--- config.mk ---
export PLATFORM = sky130hd
export DESIGN_NAME = mic1_register_bank_flat
export DESIGN_NICKNAME = d
export VERILOG_FILES = /design/src/rtl/mic1_pkg.sv /design/src/rtl/mic1_register_bank_if.sv /design/src/rtl/mic1_register.sv /design/src/rtl/mic1_register_bank.sv /design/src/flat_wrapper.sv
export SDC_FILE = /design/constraint.sdc
export NUM_CORES = 1
export LEC_CHECK = 0
export ABC_AREA = 1
export BUFFER_PORTS_ARGS = -buffer_cell sky130_fd_sc_hd__buf_2
export CAP_MARGIN = 20
export CORE_ASPECT_RATIO = 0.5
export CORE_MARGIN = 2
export CORE_UTILIZATION = 32
export DETAILED_ROUTE_END_ITERATION = 8
export HOLD_SLACK_MARGIN = 0.08
export SYNTH_ARGS = -nofsm -noshare
export SYNTH_HDL_FRONTEND = slang
export SYNTH_HIERARCHICAL = 1
export SYNTH_SLANG_ARGS = --single-unit
--- constraint.sdc ---
create_clock -name clock -period 1.37 [get_ports clock]
set_clock_uncertainty 0.15 [all_clocks]
set_input_delay 0 -clock clock [delete_from_list [all_inputs] [get_ports clock]]
set_output_delay 0 -clock clock [all_outputs]
set_load 0.01 [all_outputs]
--- src/rtl/mic1_pkg.sv ---
// Shared definitions for the MIC-1 datapath register bank.
// - Datapath and byte widths.
// - B-bus source select codes.
// - Bit positions of the C-bus write enables.
package mic1_pkg;

  localparam int DATA_WIDTH = 32;
  localparam int BYTE_WIDTH = 8;

  // B-bus source codes; codes 9..15 select a constant zero.
  typedef enum logic [3:0] {
    B_MDR  = 4'd0,
    B_PC   = 4'd1,
    B_MBR  = 4'd2,  // MBR sign-extended from its top bit
    B_MBRU = 4'd3,  // MBR zero-extended
    B_SP   = 4'd4,
    B_LV   = 4'd5,
    B_CPP  = 4'd6,
    B_TOS  = 4'd7,
    B_OPC  = 4'd8
  } b_sel_e;

  // cEnable bit indices, LSB first.
  localparam int C_MAR   = 0;
  localparam int C_MDR   = 1;
  localparam int C_PC    = 2;
  localparam int C_SP    = 3;
  localparam int C_LV    = 4;
  localparam int C_CPP   = 5;
  localparam int C_TOS   = 6;
  localparam int C_OPC   = 7;
  localparam int C_H     = 8;
  localparam int C_WIDTH = 9;

endpackage

--- src/rtl/mic1_register_bank_if.sv ---
// Memory-side bus of the MIC-1 register bank.
// - memDataIn / memByteIn : word and byte read data returned by memory.
// - marOut / mdrOut / pcOut : address and write data presented to memory.
// - memReadReq / memWriteReq / memFetchReq : requests, registered one cycle
//   after the microinstruction asked for them.
// Handshake: there is no back-pressure. A request is high for exactly the one
// cycle after it was issued, and read data must be valid during that cycle;
// it is captured on the edge that ends it (fixed one-cycle read latency).
// The register bank is the master, memory is the slave.
interface mic1_register_bank_if #(
  parameter int DATA_WIDTH = 32,
  parameter int BYTE_WIDTH = 8
);
  logic [DATA_WIDTH-1:0] memDataIn;
  logic [BYTE_WIDTH-1:0] memByteIn;
  logic [DATA_WIDTH-1:0] marOut;
  logic [DATA_WIDTH-1:0] mdrOut;
  logic [DATA_WIDTH-1:0] pcOut;
  logic                  memReadReq;
  logic                  memWriteReq;
  logic                  memFetchReq;

  modport master (
    input  memDataIn, memByteIn,
    output marOut, mdrOut, pcOut, memReadReq, memWriteReq, memFetchReq
  );

  modport slave (
    output memDataIn, memByteIn,
    input  marOut, mdrOut, pcOut, memReadReq, memWriteReq, memFetchReq
  );
endinterface

--- src/rtl/mic1_register.sv ---
// Single datapath register with synchronous active-low clear and load enable.
// - clock : rising-edge clock
// - reset : synchronous active-low clear (has priority over load)
// - load  : capture d on the next rising edge
// - d / q : data in / registered data out
module mic1_register #(
  parameter int WIDTH = 32
) (
  input  logic             clock,
  input  logic             reset,
  input  logic             load,
  input  logic [WIDTH-1:0] d,
  output logic [WIDTH-1:0] q
);

  always_ff @(posedge clock) begin
    if (!reset) begin
      q <= '0;
    end else if (load) begin
      q <= d;
    end
  end

endmodule

--- src/rtl/mic1_register_bank.sv ---
// MIC-1 datapath register bank.
// Captures the shifter output (cBus) into the registers selected by cEnable,
// drives the selected register onto the B bus and H onto the ALU A input,
// and holds MAR/MDR/PC/MBR for the memory interface.
// Ports:
// - clock, reset   : rising-edge clock, synchronous active-low reset
// - cBus, cEnable  : C-bus value and per-register write enables
// - bSelect        : B-bus source code
// - memRead/memWrite/memFetch : microinstruction memory requests
// - bBus, hOut     : ALU operands
// - mem            : memory-side bus (read data in, address/data/requests out)
module mic1_register_bank #(
  parameter int DATA_WIDTH = mic1_pkg::DATA_WIDTH,
  parameter int BYTE_WIDTH = mic1_pkg::BYTE_WIDTH
) (
  input  logic                  clock,
  input  logic                  reset,
  input  logic [DATA_WIDTH-1:0] cBus,
  input  logic [8:0]            cEnable,
  input  logic [3:0]            bSelect,
  input  logic                  memRead,
  input  logic                  memWrite,
  input  logic                  memFetch,
  output logic [DATA_WIDTH-1:0] bBus,
  output logic [DATA_WIDTH-1:0] hOut,
  mic1_register_bank_if.master  mem
);

  import mic1_pkg::*;

  logic                  read_req;
  logic                  write_req;
  logic                  fetch_req;
  logic [BYTE_WIDTH-1:0] mbr;

  logic                  reg_load [C_WIDTH];
  logic [DATA_WIDTH-1:0] reg_d    [C_WIDTH];
  logic [DATA_WIDTH-1:0] reg_q    [C_WIDTH];

  // Write enables and data for the C-bus registers. A read that was issued
  // last cycle owns MDR this cycle, so it overrides a C-bus write to MDR.
  always_comb begin
    for (int i = 0; i < C_WIDTH; i++) begin
      reg_load[i] = cEnable[i];
      reg_d[i]    = cBus;
    end
    if (read_req) begin
      reg_load[C_MDR] = 1'b1;
      reg_d[C_MDR]    = mem.memDataIn;
    end
  end

  for (genvar g = 0; g < C_WIDTH; g++) begin : g_reg
    mic1_register #(.WIDTH(DATA_WIDTH)) u_reg (
      .clock (clock),
      .reset (reset),
      .load  (reg_load[g]),
      .d     (reg_d[g]),
      .q     (reg_q[g])
    );
  end

  // Request pipeline and MBR. MBR is loaded only from the fetch byte port.
  // Simultaneous read and write requests are passed through unchanged.
  always_ff @(posedge clock) begin
    if (!reset) begin
      read_req  <= 1'b0;
      write_req <= 1'b0;
      fetch_req <= 1'b0;
      mbr       <= '0;
    end else begin
      read_req  <= memRead;
      write_req <= memWrite;
      fetch_req <= memFetch;
      if (fetch_req) begin
        mbr <= mem.memByteIn;
      end
    end
  end

  // B-bus source mux; unused codes drive zero.
  always_comb begin
    bBus = '0;
    case (bSelect)
      B_MDR:   bBus = reg_q[C_MDR];
      B_PC:    bBus = reg_q[C_PC];
      B_MBR:   bBus = {{(DATA_WIDTH-BYTE_WIDTH){mbr[BYTE_WIDTH-1]}}, mbr};
      B_MBRU:  bBus = {{(DATA_WIDTH-BYTE_WIDTH){1'b0}}, mbr};
      B_SP:    bBus = reg_q[C_SP];
      B_LV:    bBus = reg_q[C_LV];
      B_CPP:   bBus = reg_q[C_CPP];
      B_TOS:   bBus = reg_q[C_TOS];
      B_OPC:   bBus = reg_q[C_OPC];
      default: bBus = '0;
    endcase
  end

  assign hOut            = reg_q[C_H];
  assign mem.marOut      = reg_q[C_MAR];
  assign mem.mdrOut      = reg_q[C_MDR];
  assign mem.pcOut       = reg_q[C_PC];
  assign mem.memReadReq  = read_req;
  assign mem.memWriteReq = write_req;
  assign mem.memFetchReq = fetch_req;

endmodule

--- src/flat_wrapper.sv ---
// flat-port wrapper written by rule: the top's interface ports become plain ports
module mic1_register_bank_flat import mic1_pkg::*;
#(
  parameter int DATA_WIDTH = mic1_pkg::DATA_WIDTH,
  parameter int BYTE_WIDTH = mic1_pkg::BYTE_WIDTH
)
  (clock, reset, cBus, cEnable, bSelect, memRead, memWrite, memFetch, bBus, hOut, mem_memDataIn, mem_memByteIn, mem_marOut, mem_mdrOut, mem_pcOut, mem_memReadReq, mem_memWriteReq, mem_memFetchReq);
  mic1_register_bank_if #(.DATA_WIDTH(DATA_WIDTH), .BYTE_WIDTH(BYTE_WIDTH)) mem_i ();
  input  logic clock;
  input  logic reset;
  input  logic [DATA_WIDTH-1:0] cBus;
  input  logic [8:0] cEnable;
  input  logic [3:0] bSelect;
  input  logic memRead;
  input  logic memWrite;
  input  logic memFetch;
  output logic [DATA_WIDTH-1:0] bBus;
  output logic [DATA_WIDTH-1:0] hOut;
  input wire logic [$bits(mem_i.memDataIn)-1:0] mem_memDataIn;
  input wire logic [$bits(mem_i.memByteIn)-1:0] mem_memByteIn;
  output wire logic [$bits(mem_i.marOut)-1:0] mem_marOut;
  output wire logic [$bits(mem_i.mdrOut)-1:0] mem_mdrOut;
  output wire logic [$bits(mem_i.pcOut)-1:0] mem_pcOut;
  output wire logic [$bits(mem_i.memReadReq)-1:0] mem_memReadReq;
  output wire logic [$bits(mem_i.memWriteReq)-1:0] mem_memWriteReq;
  output wire logic [$bits(mem_i.memFetchReq)-1:0] mem_memFetchReq;
  assign mem_i.memDataIn = mem_memDataIn;
  assign mem_i.memByteIn = mem_memByteIn;
  assign mem_marOut = mem_i.marOut;
  assign mem_mdrOut = mem_i.mdrOut;
  assign mem_pcOut = mem_i.pcOut;
  assign mem_memReadReq = mem_i.memReadReq;
  assign mem_memWriteReq = mem_i.memWriteReq;
  assign mem_memFetchReq = mem_i.memFetchReq;
  mic1_register_bank #(.DATA_WIDTH(DATA_WIDTH), .BYTE_WIDTH(BYTE_WIDTH)) u_core (.clock(clock), .reset(reset), .cBus(cBus), .cEnable(cEnable), .bSelect(bSelect), .memRead(memRead), .memWrite(memWrite), .memFetch(memFetch), .bBus(bBus), .hOut(hOut), .mem(mem_i));
endmodule
After elaboration in Yosys (flattened, before gate mapping)
Cells that the tools add are included.
{"block": "word_totals", "regBits": 299, "out_inout_bits": 163, "wordCells": 25}
{"block": "op_classes", "eq_ne": 8, "muxes": 3, "n_reduce_logical": 1}
{"operator": "$pmux W32 S9", "count": 1}
{"operator": "$mux W32", "count": 1}
{"operator": "$eq A4 B3 Y1 const B", "count": 4}
{"operator": "$eq A4 B2 Y1 const B", "count": 2}
{"operator": "$eq A4 B1 Y1 const B", "count": 1}
{"operator": "$eq A4 B4 Y1 const B", "count": 1}
{"operator": "$logic_not A4 Y1", "count": 1}
{"operator": "$mux W1", "count": 1}

Logic depth before layout (Yosys ltp)
{"block": "logic_depth", "depth_word": 2, "depth_mapped": 9}

Hierarchy
The synthesis kept the hierarchy.
{"module": "mic1_register", "n_inst": 9, "cells_each": 202, "area_per_inst_um2": 1335.0, "seq_area_each_um2": 640.6}
{"module": "mic1_register_bank", "n_inst": 1, "cells_each": 666, "area_per_inst_um2": 3062.9, "seq_area_each_um2": 220.2}

Least setup slack after synthesis
OpenSTA, ideal clock, no wires.
{"block": "synth_path", "kind": "reg2reg", "startpoint": "register u_core.read_req, in the netlist u_core/mem.memReadReq", "endpoint": "register u_core.g_reg[1].u_reg.q[10]", "setup_time_ns": 0.113, "arrival_ns": 1.176, "path_slack_ns": -0.069, "stages_incl_launch_ff": 7, "n_path_buf": 3, "period_less_slack_ns": 1.439, "cell_sequence": "dfxtp_1 > clkbuf_1 > or2_2 > buf_6 > buf_6 > nor2_1 > nor2_1"}
{"element": "start, declared", "line": "mic1_register_bank.sv:31", "source": "logic read_req;"}
{"element": "start signal, assigned", "line": "mic1_register_bank.sv:72", "source": "read_req <= memRead;"}
{"element": "end signal, assigned", "line": "mic1_register.sv:18", "source": "q <= '0;"}
{"element": "end signal, assigned", "line": "mic1_register.sv:20", "source": "q <= d;"}
{"element": "end, declared", "line": "mic1_register.sv:13", "source": "output logic [WIDTH-1:0] q"}

Final worst setup path
{"block": "layout_path", "startpoint": "register u_core.mbr[7]", "endpoint": "output bBus[15]"}
{"block": "layout_via", "elab_chain_cells": 1}
{"element": "start, declared", "line": "mic1_register_bank.sv:34", "source": "logic [BYTE_WIDTH-1:0] mbr;"}
{"element": "start signal, assigned", "line": "mic1_register_bank.sv:76", "source": "mbr <= mem.memByteIn;"}
{"element": "$pmux W32 S9", "line": "mic1_register_bank.sv:84", "source": "case (bSelect)"}
{"element": "end, declared", "line": "flat_wrapper.sv:17", "source": "output logic [DATA_WIDTH-1:0] bBus;"}
No other way between the ends.

==> load_flow_metrics.sql <==
INSERT INTO impl_metrics (metric_group, metric, value, unit) VALUES
('routing', 'detailedRoute.firstPassIterationCount', '5', ''),
('pwr', 'power.total', '23.2', 'mW'),
('layout', 'antenna_cells', '0', ''),
('synthesis', 'postSynthNetCount', '2574', ''),
('worst_setup_path', 'end_kind', 'output pin', ''),
('place', 'io_buffers', '252', ''),
('place', 'place.detailed.hpwl', '30.3', 'mm'),
('synthesis', 'syn-cell-area', '0.0151', 'sq mm'),
('routing', 'drt_drc_violations_left', '0', ''),
('run', 'cap_violations', '0', ''),
('hold_path', 'holdPathStages', '4', ''),
('pwr', 'power_per_cell_area', '1090', 'mW/mm^2'),
('synthesis', 'yosysUniqueCellTypes', '14', ''),
('timing', 'timing.slew.headroom', '33.8', '%'),
('worst_setup_path', 'cp_slowest_stage_delay', '0.36', 'ns'),
('timing', 'final_min_period_over_clock_period', '128', '%'),
('layout', 'area_growth_syn_to_layout', '41.6', '%'),
('pwr', 'max-vdd-ir-drop', '0.643', 'mV'),
('run_status', 'status', 'complete, but fails checks', ''),
('worst_setup_path', 'setup.worst_path.class', 'register to output pin', ''),
('clock_network', 'htree_levels', '2', ''),
('worst_setup_path', 'startpoint_type', 'register', ''),
('grt', 'global_route.usage.total', '20.4', '%'),
('clock_network', 'tritoncts_num_sinks', '299', ''),
('timing', 'hold_violations', '0', ''),
('worst_setup_path', 'timing.critical_path.cells', 'nand3_4, buf_8, nand2_1, nor2_1, nand2_1, buf_2', ''),
('timing', 'unrepaired_setup_endpoints_after_global_routing', 'yes', ''),
('layout', 'fillers', '4781', ''),
('routing', 'm1WireLength', '21.7', 'mm'),
('place', 'dpl-instance-area', '0.0168', 'sq mm'),
('synthesis', 'synthCells', '2484', ''),
('timing', 'fin_tns_setup', '-9.44', 'ns'),
('worst_setup_path', 'critPathArrivalTime', '1.60', 'ns'),
('worst_setup_path', 'critical_path.reg2reg.startpoint', 'u_core/g_reg[4].u_reg/q[23]', ''),
('routing', 'routed.top_layer', 'met4', ''),
('worst_setup_path', 'flop2flop_setup_slack', '0.06', 'ns'),
('die', 'i_o_pin_cnt', '253', ''),
('timing', 'tightestPinTransition', '0.993', 'ns'),
('synthesis', 'synth_sequential_area_ratio', '39.7', '%'),
('timing', 'layout_setup_ws', '-0.377', 'ns'),
('run_status', 'violated_checks', 'setup timing', ''),
('grt', 'number_of_global_route_vias_before_repair', '14900', ''),
('hold_path', 'hold_start', 'mem_memByteIn[4]', ''),
('clock_network', 'cts_tree', 'yes', ''),
('hold_path', 'min_delay_worst_endpoint', 'u_core/mbr[4]', ''),
('clock_network', 'worstSkewPairLatency', '0.52', 'ns'),
('worst_setup_path', 'library_cell_appearing_most_often_on_the_critical_path', 'nand2_1', ''),
('timing', 'layout_min_cycle_time', '1.75', 'ns'),
('die', 'die-width', '311', 'um'),
('timing', 'setup-violations-final', '34', ''),
('die', 'core_area', '0.0467', 'sq mm'),
('routing', 'detailroute.via_count', '16222', ''),
('die', 'fp-row-count', '56', ''),
('pwr', 'p_leak', '11.8', 'nW'),
('grt', 'grt_first_pass_wirelength', '80.1', 'mm'),
('clock_network', 'cts.path.max_buffers', '3', ''),
('hold_path', 'hold_class', 'primary input to register', ''),
('synthesis', 'synth-seq-cells', '299', ''),
('synthesis', 'synthesis.yosys.warnings', '6', ''),
('routing', 'totalWireLength', '52.5', 'mm'),
('synthesis', 'post_synth.cell_area_avg', '6.07', 'sq um'),
('routing', 'drt_initial_violations', '1047', ''),
('place', 'globalplace.congestion', '0.787', ''),
('worst_setup_path', 'timing.reg2reg.worst_path_depth', '3', ''),
('worst_setup_path', 'cp_data_required_time', '1.22', 'ns'),
('grt', 'antenna_found_initial', '0', ''),
('clock_network', 'clkSlewWorstSetupHoldPaths', '0.06', 'ns'),
('die', 'initial_core_util', '32.3', '%'),
('routing', 'routed-wl-met3', '1.94', 'mm'),
('clock_network', 'cts-buffers-inserted', '34', ''),
('routing', 'ant_nets', '0', '');
[worst max-delay path: cells and delay by family (launching register included)]
family,cells,cell delay (ns)
AND/OR/NAND/NOR,4,0.38
flip-flops,1,0.36
buffers and inverters,2,0.33
[cells by family (layout without fill, tap and decap cells)]
group	after synthesis	after routing	share of synthesized area [%]
buf+inv	445	929	14.9
simple gates	1732	1733	45.2
compound gates	8	8	0.266
flops	299	299	39.7
[cell type report]
cell class / count / area, sq um / area share, %
clock buffers: 49 / 998 / 4.68
clock inverters: 8 / 100 / 0.469
inverters: 298 / 1120 / 5.24
multi-input cells: 1741 / 7230 / 33.9
flip-flops and latches: 299 / 6040 / 28.3
well taps: 638 / 798 / 3.74
repair buffers: 574 / 5060 / 23.7
[layer usage]
metal | vias to the layer above | GRT usage [%]
li1 | 8256 | -
met1 | 7574 | 23.4
met2 | 314 | 39.5
met3 | 78 | 2.42
met4 | 0 | 6.30
met5 | - | 0
[cell usage after synthesis]
cell type / number
buf_2: 64
buf_4: 5
buf_6: 63
clkbuf_1: 15
dfxtp_1: 299
inv_1: 296
inv_2: 2
nand2_1: 836
nand3_1: 233
nor2_1: 658
nor2_2: 3
nor2_4: 1
o21ai_0: 8
or2_2: 1
[registers in the layout, indices dropped and copies added (netlist names)]
| register | flops |
|---|---|
| u_core/mem.memFetchReq | 1 |
| u_core/g.u_reg/q | 288 |
| u_core/mem.memWriteReq | 1 |
| u_core/mem.memReadReq | 1 |
| u_core/mbr | 8 |
[through the flow]
| step | hold WS, ns | cells | util [%] | worst slack (ns) |
|---|---|---|---|---|
| floorplan | -0.0524 | 2484 | - | 0.0296 |
| finish | 0.105 | 3607 | 45.7 | -0.377 |
| detailed placement | 0.0421 | 3278 | 36.1 | -0.0213 |
| global placement | 0.0328 | 3278 | 36.1 | 0.0172 |
| global route | 0.124 | 3607 | 45.7 | -0.439 |
| CTS | 0.0821 | 3601 | 44.8 | -0.383 |
[placed cells by master (no fill, tap or decap)]
cell / n
buf_12: 40
buf_16: 1
buf_2: 227
buf_4: 28
buf_6: 24
buf_8: 3
bufbuf_16: 1
bufinv_16: 2
clkbuf_1: 7
clkbuf_16: 38
clkbuf_4: 3
clkbuf_8: 7
clkinv_2: 3
clkinv_4: 1
clkinvlp_4: 1
dfxtp_1: 263
dfxtp_2: 33
dfxtp_4: 3
dlygate4sd3_1: 243
dlymetal6s4s_1: 1
inv_1: 295
inv_2: 3
inv_6: 1
nand2_1: 808
nand2_2: 23
nand2_4: 5
nand3_1: 200
nand3_2: 31
nand3_4: 2
nor2_1: 638
nor2_2: 15
nor2_4: 9
o21ai_0: 8
or2_4: 2
[what timing repair did]
item	in CTS	in global routing
hold buffers	252	1
pin swaps	36	47
buffers inserted	10	3
gates cloned	4	3
resized for setup	69	110
endpoints found under the hold margin	299	32
endpoints found under the setup margin	65	54
[worst max-delay path by stage]
stage | from | cells past startpoint | slack, ns | end
detailed placement | u_core/mem.memReadReq | 4 | -0.02 | u_core/g_reg[1].u_reg/q[13]
CTS | u_core/mbr[7] | 6 | -0.38 | bBus[30]
floorplan | u_core/mem.memReadReq | 9 | 0.03 | u_core/g_reg[1].u_reg/q[1]
global route | u_core/mbr[7] | 6 | -0.44 | bBus[21]
finish | u_core/mbr[7] | 6 | -0.38 | bBus[15]
global placement | u_core/mem.memReadReq | 4 | 0.02 | u_core/g_reg[1].u_reg/q[24]
[where the power goes]
| part | leakage, nW | internal [mW] | switching, mW |
|---|---|---|---|
| clock | 0.539 | 5.44 | 3.78 |
| combinational | 8.80 | 1.90 | 2.33 |
| sequential | 2.50 | 9.34 | 0.406 |
| total | 11.8 | 16.7 | 6.52 |
No activity file was read; power rests on OpenSTA's default activity.
